--- config.mk ---
export PLATFORM = sky130hd
export DESIGN_NAME = reg3_write_arbiter
export DESIGN_NICKNAME = d
export VERILOG_FILES = /design/src/rtl/reg3_write_arbiter.sv
export SDC_FILE = /design/constraint.sdc
export NUM_CORES = 1
export LEC_CHECK = 0
export CAP_MARGIN = 20
export CORE_MARGIN = 2
export CORE_UTILIZATION = 45
export DETAILED_ROUTE_END_ITERATION = 10
export DONT_BUFFER_PORTS = 1
export HOLD_SLACK_MARGIN = 0.08
export SYNTH_ARGS = -nofsm -noshare
export SYNTH_HDL_FRONTEND = slang
export SYNTH_SLANG_ARGS = --single-unit
--- constraint.sdc ---
create_clock -name clk -period 2.37 [get_ports clk]
set_input_delay 0 -clock clk [delete_from_list [all_inputs] [get_ports clk]]
set_output_delay 0 -clock clk [all_outputs]
set_load 0.005 [all_outputs]
--- src/rtl/reg3_write_arbiter.sv ---
// Round-robin write arbiter/sequencer for a shared WIDTH-bit register (IDLE -> GRANT -> WRITE).
// Optional build macro REG3ARB_FIXED_PRIO_EN selects fixed priority req[0] > req[1] > req[2].
module reg3_write_arbiter #(
    parameter int WIDTH = 3
) (
    input  logic             clk,
    input  logic             reset,
    input  logic [2:0]       req,
    input  logic [WIDTH-1:0] data0,
    input  logic [WIDTH-1:0] data1,
    input  logic [WIDTH-1:0] data2,
    output logic [2:0]       gnt,
    output logic [2:0]       ack,
    output logic [WIDTH-1:0] q,
    output logic             busy,
    output logic [1:0]       last_owner
);

    typedef enum logic [1:0] {
        IDLE  = 2'd0,
        GRANT = 2'd1,
        WRITE = 2'd2
    } state_t;

    state_t           r_state, w_state_next;
    logic [1:0]       r_winner, w_winner_next;
    logic [2:0]       r_gnt, w_gnt_next;
    logic [2:0]       r_ack, w_ack_next;
    logic [WIDTH-1:0] r_q, w_q_next;
    logic [1:0]       r_last_owner, w_last_owner_next;
    logic [1:0]       w_start;
    logic [1:0]       w_pick;
    logic [1:0]       w_rot_idx [3];
    logic [WIDTH-1:0] w_win_data;

`ifdef REG3ARB_FIXED_PRIO_EN
    assign w_start = 2'd0;
`else
    assign w_start = (r_last_owner == 2'd2) ? 2'd0 : r_last_owner + 2'd1;
`endif

    // w_rot_idx[k] is the requester holding the k-th highest priority this round.
    for (genvar gi = 0; gi < 3; gi++) begin : g_rot
        logic [2:0] w_sum;
        assign w_sum          = {1'b0, w_start} + 3'(gi);
        assign w_rot_idx[gi]  = (w_sum >= 3'd3) ? 2'(w_sum - 3'd3) : w_sum[1:0];
    end

    always_comb begin
        w_pick = w_start;
        for (int k = 2; k >= 0; k--) begin
            if (req[w_rot_idx[k]]) begin
                w_pick = w_rot_idx[k];
            end
        end
    end

    always_comb begin
        case (r_winner)
            2'd1:    w_win_data = data1;
            2'd2:    w_win_data = data2;
            default: w_win_data = data0;
        endcase
    end

    always_comb begin
        w_state_next      = r_state;
        w_winner_next     = r_winner;
        w_gnt_next        = 3'b000;
        w_ack_next        = 3'b000;
        w_q_next          = r_q;
        w_last_owner_next = r_last_owner;
        case (r_state)
            IDLE: begin
                if (req != 3'b000) begin
                    w_winner_next = w_pick;
                    w_gnt_next    = 3'b001 << w_pick;
                    w_state_next  = GRANT;
                end
            end
            GRANT: begin
                // A winner that withdrew its request aborts without touching q or the pointer.
                if (req[r_winner]) begin
                    w_q_next     = w_win_data;
                    w_ack_next   = 3'b001 << r_winner;
                    w_state_next = WRITE;
                end else begin
                    w_state_next = IDLE;
                end
            end
            WRITE: begin
                w_last_owner_next = r_winner;
                w_state_next      = IDLE;
            end
            default: begin
                w_state_next = IDLE;
            end
        endcase
    end

    always_ff @(posedge clk) begin
        if (reset) begin
            r_state      <= IDLE;
            r_winner     <= 2'd0;
            r_gnt        <= 3'b000;
            r_ack        <= 3'b000;
            r_q          <= '0;
            r_last_owner <= 2'd2;
        end else begin
            r_state      <= w_state_next;
            r_winner     <= w_winner_next;
            r_gnt        <= w_gnt_next;
            r_ack        <= w_ack_next;
            r_q          <= w_q_next;
            r_last_owner <= w_last_owner_next;
        end
    end

    assign gnt        = r_gnt;
    assign ack        = r_ack;
    assign q          = r_q;
    assign busy       = (r_state != IDLE);
    assign last_owner = r_last_owner;

endmodule

==> results of run 1 <==
[flip-flops by register name (all words and copies together) (netlist names)]
| name | flops |
|---|---|
| r_winner | 2 |
| q | 3 |
| gnt | 3 |
| ack | 3 |
| last_owner | 2 |
| r_state | 2 |
[where the power goes]
part	switching, mW	internal (mW)
Combinational	0.0593	0.0526
Sequential	0.0181	0.269
Clock	0.0891	0.0631
Total	0.166	0.385
[stage by stage]
stage	power (mW)	cell area, um^2	instances	utilization, %	worst slack [ps]
after CTS	0.5466	797.0	100	59.76	298.8
after global routing	0.5751	797.0	100	59.76	141.5
after detailed placement	0.3846	679.4	87	50.94	854.2
after global placement	0.3826	679.4	87	50.94	885.4
final	0.5513	797.0	100	59.76	276.3
after floorplan	0.3666	664.4	73	-	991.8
[cell usage in the layout, fill, tap and decap left out, types with 3 or more instances in the layout]
cell type	count
nor2_1	6
dlygate4sd3_1	9
dfxtp_1	15
a21oi_1	6
clkbuf_4	3
o2111ai_1	3
inv_1	8
o21ai_0	6
nand2b_1	3
a221o_1	3
a211oi_1	3
[cell families (layout without fill, tap and decap cells)]
logic type               after synthesis  in the layout  share of synthesized area (%)
multiplexers                           1              1                          1.507
buffers and inverters                  9             21                          5.084
flip-flops                            15             15                          45.20
AO/OA/AOI/OAI                         26             26                          27.50
adder cells (fa/ha/maj)                2              2                          3.766
AND/OR/NAND/NOR                       20             20                          16.95
[cell usage after synthesis]
cell type | number | share of area [%]
a221o_1 | 3 | 4.5
a211oi_2 | 1 | 1.9
dfxtp_1 | 15 | 45
and3_1 | 1 | 0.94
nor2b_2 | 1 | 1.3
inv_1 | 8 | 4.5
ha_1 | 2 | 3.8
nand2b_1 | 3 | 2.8
mux2i_1 | 1 | 1.5
clkbuf_1 | 1 | 0.56
nor2_2 | 1 | 0.94
a21o_1 | 1 | 1.1
and4_1 | 2 | 2.6
a21oi_1 | 6 | 4.5
nor4_1 | 1 | 0.94
a211oi_1 | 3 | 3.4
o211ai_1 | 1 | 1.1
o2111ai_1 | 3 | 4.0
a211o_2 | 1 | 1.5
nor2_1 | 6 | 3.4
a31oi_1 | 1 | 0.94
nand2_1 | 2 | 1.1
nor3_1 | 2 | 1.5
o21ai_0 | 6 | 4.5
or2_4 | 1 | 1.3
[worst max-delay path: stages (launching register included)]
cell	delay (ps)
dfxtp_1	480
inv_1	130
ha_1	350
a221o_1	270
o2111ai_1	100
a21oi_1	90
dlygate4sd3_1	560
[area by class of cell]
cell class,instances,area (um^2),area share (%)
clock buffers,3,22.52,2.826
multi-input cells,49,330.3,41.44
well taps,15,18.77,2.355
clock inverters,1,5.005,0.6279
inverters,8,30.03,3.768
flip-flops and latches,15,300.3,37.68
repair buffers,9,90.09,11.30
[layer usage]
metal	up-vias	GRT usage, %	part of all wire [%]
li1	295	-	-
met1	282	25.59	48
met2	23	25.23	42
met3	5	4.741	6.6
met4	0	11.88	2.7
met5	-	0	0
[worst max-delay path by stage]
stage,from,to,slack [ps]
2_1_floorplan,r_winner[0]$_SDFFE_PP0P_,q[2]$_SDFFE_PP0P_,990
3_3_place_gp,r_winner[0]$_SDFFE_PP0P_,q[2]$_SDFFE_PP0P_,890
3_5_place_dp,r_winner[0]$_SDFFE_PP0P_,q[2]$_SDFFE_PP0P_,850
4_1_cts,r_winner[0]$_SDFFE_PP0P_,q[2]$_SDFFE_PP0P_,300
5_1_grt,r_winner[0]$_SDFFE_PP0P_,q[2]$_SDFFE_PP0P_,140
6_report,r_winner[0]$_SDFFE_PP0P_,q[2]$_SDFFE_PP0P_,280
==> results.md, run 1 <==
- Rel. slew slack: 77.02%
- Unrepaired setup endpoints after global routing: no
- Drt first pass iters: 4
- Status: completed
- Worst reg2reg startpoint: r_winner[0]$_SDFFE_PP0P_
- Max Root-Sink Buffers: 2
- Cells after Synth: 73
- GRT Total Usage: 18.56%
- Pleak: 0.3435 nW
- Vias in the first global route: 549
- Setup TNS Final: 0 ps
- DRC viols: 0
- Via density: 6.050
- Fraction of layout instances using a drive strength above 1: 10.59%
- Final Critical Period: 2094 ps
- Worst Setup End Kind: flip-flop
- Period utilisation layout: 88.34%
- Worst Max-Slew Pin Slew: 343.5 ps
- R2r setup slk: 280 ps
- Clock transition at path regs: 90 ps
- Worst-path maximum fanout: 8
- Final WL: 1534 um
- Post-Syn Area: 664.4 um^2
- Final Hold Vio Count: 0
- Gr ovfl total: 0
- Buffers on Ports: 0
- Std-Cell Rows: 13
- Via count: 605
- Diode count: 0
- Detailed Place HPWL: 1057 um
- Largest net degree at the start of global routing: 10
- Fmax: 0.4776 GHz
- Pwr dens: 691.7 nW/um^2
- Critical Path AT: 2290 ps
- Type of the worst min-delay path: input port to flip-flop
- Min-Delay Startpoint: req[2]
- Die H: 42.43 um
- Hold Path Stages: 4
- Antenna-violating nets left: 0
- Worst-Skew Late Latency: 300 ps
- Wirelength per Cell: 15.34 um
- Worst setup SP type: flip-flop
- Depth of the CTS H-tree: 1
- Pins Over Slew Limit: 0
- CTS Root Cell: clkbuf_4
- Number of buffers created by CTS: 3
- # IOs: 26
- Worst Skew: 3.096 ps
- Fillers: 115
- Worst R2R End: q[2]$_SDFFE_PP0P_
- Die area: 1800 um^2
- Max Cap Viol: 0
- CTS Sinks: 15
- Synth-to-layout area growth: 19.96%
- Final net count: 102
- Hold_buf cts: 9
- Initial core utilization: 49.81%
- Post_cts resized: 0
- YS warnings: 0
- Unique masters post-synth: 25
- R2R depth: 6
- Peak VDD IR: 0.3802 mV
- Post-CTS Setup Bufs: 0
- Global-route wire length before repair: 2484 um
- Seq/Total Area, Yosys: 45.20%
- Min-Delay Endpoint: gnt[2]$_SDFF_PP0_
- Synthesized flop and latch total: 15
- Die Wd: 42.43 um
- Final setup violation count: 0
- Initial antenna violation count: 0
- Syn Nets: 89
- Worst Path Required: 2570 ps
- Core area: 1334 um^2
- CTS tree: done
- Setup CP Type: flip-flop to flip-flop
- Avg Inst Size Synth: 9.101 um^2
- Drt initial violations: 13
- RePlAce Congestion: 0.8391
- WHS: 80.85 ps
Power figures use the tool's default switching activity.
==> run 2: changes to the inputs <==
--- a/config.mk
+++ b/config.mk
@@ -11,6 +11,7 @@
 export DETAILED_ROUTE_END_ITERATION = 10
 export DONT_BUFFER_PORTS = 1
 export HOLD_SLACK_MARGIN = 0.08
+export RECOVER_POWER = 50
 export SYNTH_ARGS = -nofsm -noshare
 export SYNTH_HDL_FRONTEND = slang
 export SYNTH_SLANG_ARGS = --single-unit
==> results.md, run 2 (same netlist as run 1, synthesis figures left out) <==
- Status: completed (unchanged)
- Via count: 608 (was 605)
- R2R depth: 6 (unchanged)
- Setup TNS Final: 0 ps (unchanged)
- Diode count: 0 (unchanged)
- Type of the worst min-delay path: input port to flip-flop (unchanged)
- Worst-Skew Late Latency: 300 ps (about the same)
- Rel. slew slack: 77.04% (was 77.02%)
- Max Cap Viol: 0 (unchanged)
- Die Wd: 42.43 um (unchanged)
- Wirelength per Cell: 15.39 um (was 15.34 um)
- CP cell instances: inv_1 -> ha_1 -> a221o_1 -> o2111ai_1 -> a21oi_1 -> dlygate4sd3_1 (unchanged)
- Worst Setup End Kind: flip-flop (unchanged)
- Gr ovfl total: 0 (unchanged)
- Core area: 1334 um^2 (unchanged)
- # placed instances: 87 (unchanged)
- GRT Total Usage: 18.56% (unchanged)
- Critical Path AT: 2290 ps (about the same)
- Detailed Place HPWL: 1057 um (unchanged)
- Most frequent cells in the layout: dfxtp_1, dlygate4sd3_1, inv_1 (unchanged)
- Worst Max-Slew Pin Slew: 343.2 ps (was 343.5 ps)
- Setup CP Type: flip-flop to flip-flop (unchanged)
- Period utilisation layout: 88.30% (was 88.34%)
- Drt first pass iters: 7 (was 4)
- Fraction of layout instances using a drive strength above 1: 9.412% (was 10.59%)
- RePlAce Congestion: 0.8391 (unchanged)
- Pleak: 0.3412 nW (was 0.3435 nW)
- Critical path's largest stage delay: 560 ps (about the same)
- Die area: 1800 um^2 (unchanged)
- Register Area: 300.3 um^2 (unchanged)
- Worst Skew: 1.919 ps (was 3.096 ps)
- Crit path launch: r_winner[0]$_SDFFE_PP0P_ (unchanged)
- CTS tree: done (unchanged)
- Pwr dens: 689.0 nW/um^2 (was 691.7 nW/um^2)
- Worst setup SP type: flip-flop (unchanged)
- Initial antenna violation count: 0 (unchanged)
- Fillers: 116 (was 115)
- Initial core utilization: 49.81% (unchanged)
- GR peak layer: met1 (unchanged)
- Via density: 6.080 (was 6.050)
- Final Hold Vio Count: 0 (unchanged)
- Max Root-Sink Buffers: 2 (unchanged)
- Worst Path Required: 2560 ps (was 2570 ps)
- Slowest cell on crit path: dlygate4sd3_1 (unchanged)
- Worst reg2reg startpoint: r_winner[0]$_SDFFE_PP0P_ (unchanged)
- Synth-to-layout area growth: 19.59% (was 19.96%)
- Die H: 42.43 um (unchanged)
- Depth of the CTS H-tree: 1 (unchanged)
- Final Non-Filler Cells: 100 (unchanged)
- # IOs: 26 (unchanged)
- Clock transition at path regs: 90 ps (about the same)
- GR Util met3: 4.741% (unchanged)
- Met2 GRT Util: 25.23% (unchanged)
- Peak VDD IR: 0.3797 mV (was 0.3802 mV)
- Most common cell after layout, fill and taps aside: dfxtp_1 (unchanged)
- Drt initial violations: 11 (was 13)
- Worst-path maximum fanout: 8 (unchanged)
- Number of buffers created by CTS: 3 (unchanged)
- Buffers on Ports: 0 (unchanged)
- Pins Over Slew Limit: 0 (unchanged)
- Core Util, Final: 59.57% (was 59.76%)
- Final WL: 1539 um (was 1534 um)
- Multi-input logic area: 327.8 um^2 (was 330.3 um^2)
- Largest net degree at the start of global routing: 10 (unchanged)
- M1 GR Usage: 25.59% (unchanged)
- CTS Sinks: 15 (unchanged)
- CTS Root Cell: clkbuf_4 (unchanged)
- Global-route wire length before repair: 2484 um (unchanged)
- Antenna-violating nets left: 0 (unchanged)
- Std-Cell Rows: 13 (unchanged)
- Hold Path Stages: 4 (unchanged)
- Final net count: 102 (unchanged)
- DRC viols: 0 (unchanged)
- Vias in the first global route: 549 (unchanged)
- Unrepaired setup endpoints after global routing: no (unchanged)
- Fmax: 0.4778 GHz (was 0.4776 GHz)
- Final Critical Period: 2093 ps (was 2094 ps)
- Final setup violation count: 0 (unchanged)
- Post-CTS Setup Bufs: 0 (unchanged)
- Min-Delay Startpoint: req[2] (unchanged)
run 2: area by class of cell:
cell class / count / area share, %
clock buffer: 3 / 2.835
clock inverter: 1 / 0.6299
inverter: 8 / 3.780
multi-input combinational: 49 / 41.26
sequential: 15 / 37.80
tap: 15 / 2.362
timing repair buffer: 9 / 11.34
run 2: what timing repair did:
item | CTS | global route
hold endpoints to repair | 14 | 0
resized for setup | 0 | 0
hold buffers | 9 | 0
run 2: metrics by stage:
| stage | area, um^2 | power, mW | hold slack, ps | setup slack [ps] |
|---|---|---|---|---|
| 2_1_floorplan | 664.4 | 0.3666 | 188.5 | 991.8 |
| 3_3_place_gp | 679.4 | 0.3826 | 70.43 | 885.4 |
| 3_5_place_dp | 679.4 | 0.3846 | 72.03 | 854.2 |
| 4_1_cts | 797.0 | 0.5466 | 82.94 | 298.8 |
| 5_1_grt | 794.5 | 0.5728 | 127.5 | 141.5 |
| 6_report | 794.5 | 0.5475 | 82.46 | 277.2 |
run 2: final timing paths:
path	endpoint	slack (ps)
min reg2reg	q[0]$_SDFFE_PP0P_	520
max	q[2]$_SDFFE_PP0P_	280
max reg2reg	q[2]$_SDFFE_PP0P_	280
min	gnt[2]$_SDFF_PP0_	80
run 2: per-layer routing:
metal / vias to the layer above / wire length [um] / part of all wire [%]
met5: - / 0 / 0
met3: 5 / 115 / 7.5
met2: 29 / 641 / 42
li1: 295 / - / -
met1: 279 / 739 / 48
met4: 0 / 42 / 2.7
run 2: report_power, final:
| group | internal, mW | leakage, nW | switching, mW |
|---|---|---|---|
| registers | 0.269 | 0.122 | 0.0177 |
| clock network | 0.0631 | 0.0177 | 0.0882 |
| logic | 0.0505 | 0.201 | 0.0589 |
run 2: worst max-delay path, delay by kind of cell, from the launching register on:
| kind | cells | cell delay (ps) |
|---|---|---|
| buffers and inverters | 2 | 690 |
| flip-flops | 1 | 480 |
| AO/OA/AOI/OAI | 3 | 470 |
| adder cells (fa/ha/maj) | 1 | 350 |
==> run 3: changes to the inputs <==
--- a/config.mk
+++ b/config.mk
@@ -8,6 +8,7 @@
 export CAP_MARGIN = 20
 export CORE_MARGIN = 2
 export CORE_UTILIZATION = 45
+export CTS_BUF_LIST = sky130_fd_sc_hd__clkbuf_8
 export DETAILED_ROUTE_END_ITERATION = 10
 export DONT_BUFFER_PORTS = 1
 export HOLD_SLACK_MARGIN = 0.08
==> constraint.sdc (replaced) <==
create_clock -name clk -period 1.82 [get_ports clk]
set_input_delay 0 -clock clk [delete_from_list [all_inputs] [get_ports clk]]
set_output_delay 0 -clock clk [all_outputs]
set_load 0.005 [all_outputs]
==> results.md, run 3 (same netlist as run 1, synthesis figures left out) <==
- Status: completed (unchanged)
- Core area: 1334 um^2 (unchanged)
- Rel. slew slack: 76.59% (was 77.04%)
- Clock transition at path regs: 60 ps (was 90 ps)
- WHS: 99.34 ps (was 82.46 ps)
- Worst-Skew Late Latency: 240 ps (was 300 ps)
- Core Util, Final: 59.47% (was 59.57%)
- Final net count: 100 (was 102)
- Final Non-Filler Cells: 98 (was 100)
- CTS tree: done (unchanged)
- Die Wd: 42.43 um (unchanged)
- Setup WS post-layout: 271.9 ps (was 277.2 ps)
- Buffers on Ports: 0 (unchanged)
- Pins Over Slew Limit: 0 (unchanged)
- Most frequent cells in the layout: dfxtp_1, inv_1, dlygate4sd3_1 (was dfxtp_1, dlygate4sd3_1, inv_1)
- Worst Skew: 2.178 ps (was 1.919 ps)
- Dpl ws: 304.2 ps (was 854.2 ps)
- Synth-to-layout area growth: 19.40% (was 19.59%)
- Number of buffers created by CTS: 3 (unchanged)
- Type of the worst min-delay path: input port to flip-flop (unchanged)
- CTS Sinks: 15 (unchanged)
- Die H: 42.43 um (unchanged)
- Global-route wire length before repair: 2339 um (was 2484 um)
- Die area: 1800 um^2 (unchanged)
- Pwr dens: 971.8 nW/um^2 (was 689.0 nW/um^2)
- Setup CP Type: flip-flop to flip-flop (unchanged)
- Final WL: 1462 um (was 1539 um)
- Pwr Total: 0.7709 mW (was 0.5475 mW)
- Initial core utilization: 49.81% (unchanged)
- Final setup violation count: 0 (unchanged)
- CP cell instances: inv_1 -> ha_1 -> a221o_1 -> o2111ai_1 -> a21oi_1 (was inv_1 -> ha_1 -> a221o_1 -> o2111ai_1 -> a21oi_1 -> dlygate4sd3_1)
- Drt initial violations: 17 (was 11)
- Multi-input logic area: 327.8 um^2 (unchanged)
- Fillers: 118 (was 116)
- Wirelength per Cell: 14.92 um (was 15.39 um)
- Drt first pass iters: 4 (was 7)
- CTS Root Cell: clkbuf_8 (was clkbuf_4)
- Final Hold Vio Count: 0 (unchanged)
- Depth of the CTS H-tree: 1 (unchanged)
- Std-Cell Rows: 13 (unchanged)
- Peak VDD IR: 0.4927 mV (was 0.3797 mV)
- Pleak: 0.3381 nW (was 0.3412 nW)
- Critical Path AT: 1670 ps (was 2290 ps)
- Worst Setup End Kind: flip-flop (unchanged)
- # IOs: 26 (unchanged)
- # placed instances: 87 (unchanged)
- Setup TNS Final: 0 ps (unchanged)
- Worst Path Required: 1940 ps (was 2560 ps)
- Worst-path maximum fanout: 8 (unchanged)
- Finished Cell Area: 793.3 um^2 (was 794.5 um^2)
- Max Cap Viol: 0 (unchanged)
- Antenna-violating nets left: 0 (unchanged)
- Period utilisation layout: 85.06% (was 88.30%)
- Register Area: 300.3 um^2 (unchanged)
- Hold_buf cts: 7 (was 9)
- GRT Total Usage: 17.32% (was 18.56%)
- DRC viols: 0 (unchanged)
- Max Root-Sink Buffers: 2 (unchanged)
- Via density: 5.939 (was 6.080)
- Final Critical Period: 1548 ps (was 2093 ps)
- Diode count: 0 (unchanged)
- RePlAce Congestion: 0.8391 (unchanged)
- Placed instance area: 679.4 um^2 (unchanged)
- Worst Max-Slew Pin Slew: 350.0 ps (was 343.2 ps)
- Unrepaired setup endpoints after global routing: no (unchanged)
- Via count: 582 (was 608)
- Post_cts resized: 0 (unchanged)
- Largest net degree at the start of global routing: 10 (unchanged)
- Fmax: 0.6459 GHz (was 0.4778 GHz)
- Detailed Place HPWL: 1057 um (unchanged)
- Gr ovfl total: 0 (unchanged)
- Slowest cell on crit path: dfxtp_1 (was dlygate4sd3_1)
- Initial antenna violation count: 0 (unchanged)
- Fraction of layout instances using a drive strength above 1: 9.639% (was 9.412%)
- Post-CTS Setup Bufs: 0 (unchanged)
- R2R depth: 5 (was 6)
- Most common cell after layout, fill and taps aside: dfxtp_1 (unchanged)
- Worst setup SP type: flip-flop (unchanged)
- Vias in the first global route: 515 (was 549)
- Critical path's largest stage delay: 470 ps (was 560 ps)
- Hold Path Stages: 3 (was 4)
==> run 3: worst max-delay path: cells and delay by family, from the launching register on <==
kind,cells,cell delay [ps]
flops,1,470
compound gates,3,470
fa+ha+maj,1,350
buf+inv,1,130
==> run 3: path summary, 6_finish.rpt <==
kind / startpoint / to / slack [ps]
max: r_winner[0]$_SDFFE_PP0P_ / q[2]$_SDFFE_PP0P_ / 270
min: req[2] / r_winner[1]$_SDFFE_PP0P_ / 100
max reg2reg: r_winner[0]$_SDFFE_PP0P_ / q[2]$_SDFFE_PP0P_ / 270
min reg2reg: q[0]$_SDFFE_PP0P_ / q[0]$_SDFFE_PP0P_ / 500
==> run 3: final cells by class <==
class                      count  area share, %
clock buffer                   3          5.205
clock inverter                 1         0.6309
inverter                       8          3.785
multi-input combinational     49          41.32
sequential                    15          37.85
tap                           15          2.366
timing repair buffer           7          8.833
==> run 3: power breakdown <==
part           total, mW  internal [mW]  switching [mW]
Combinational      0.134         0.0603          0.0737
Clock              0.263          0.151           0.111
Sequential         0.374          0.351          0.0231
Total              0.771          0.563           0.208
==> run 3: routing by layer <==
layer,vias up,GRT usage [%],part of all wire [%],wire length (um)
met2,28,21.85,41,599
met3,4,3.448,7.4,108
met5,-,0,0,0
met4,0,12.50,2.1,31
li1,290,-,-,-
met1,260,25.33,49,723
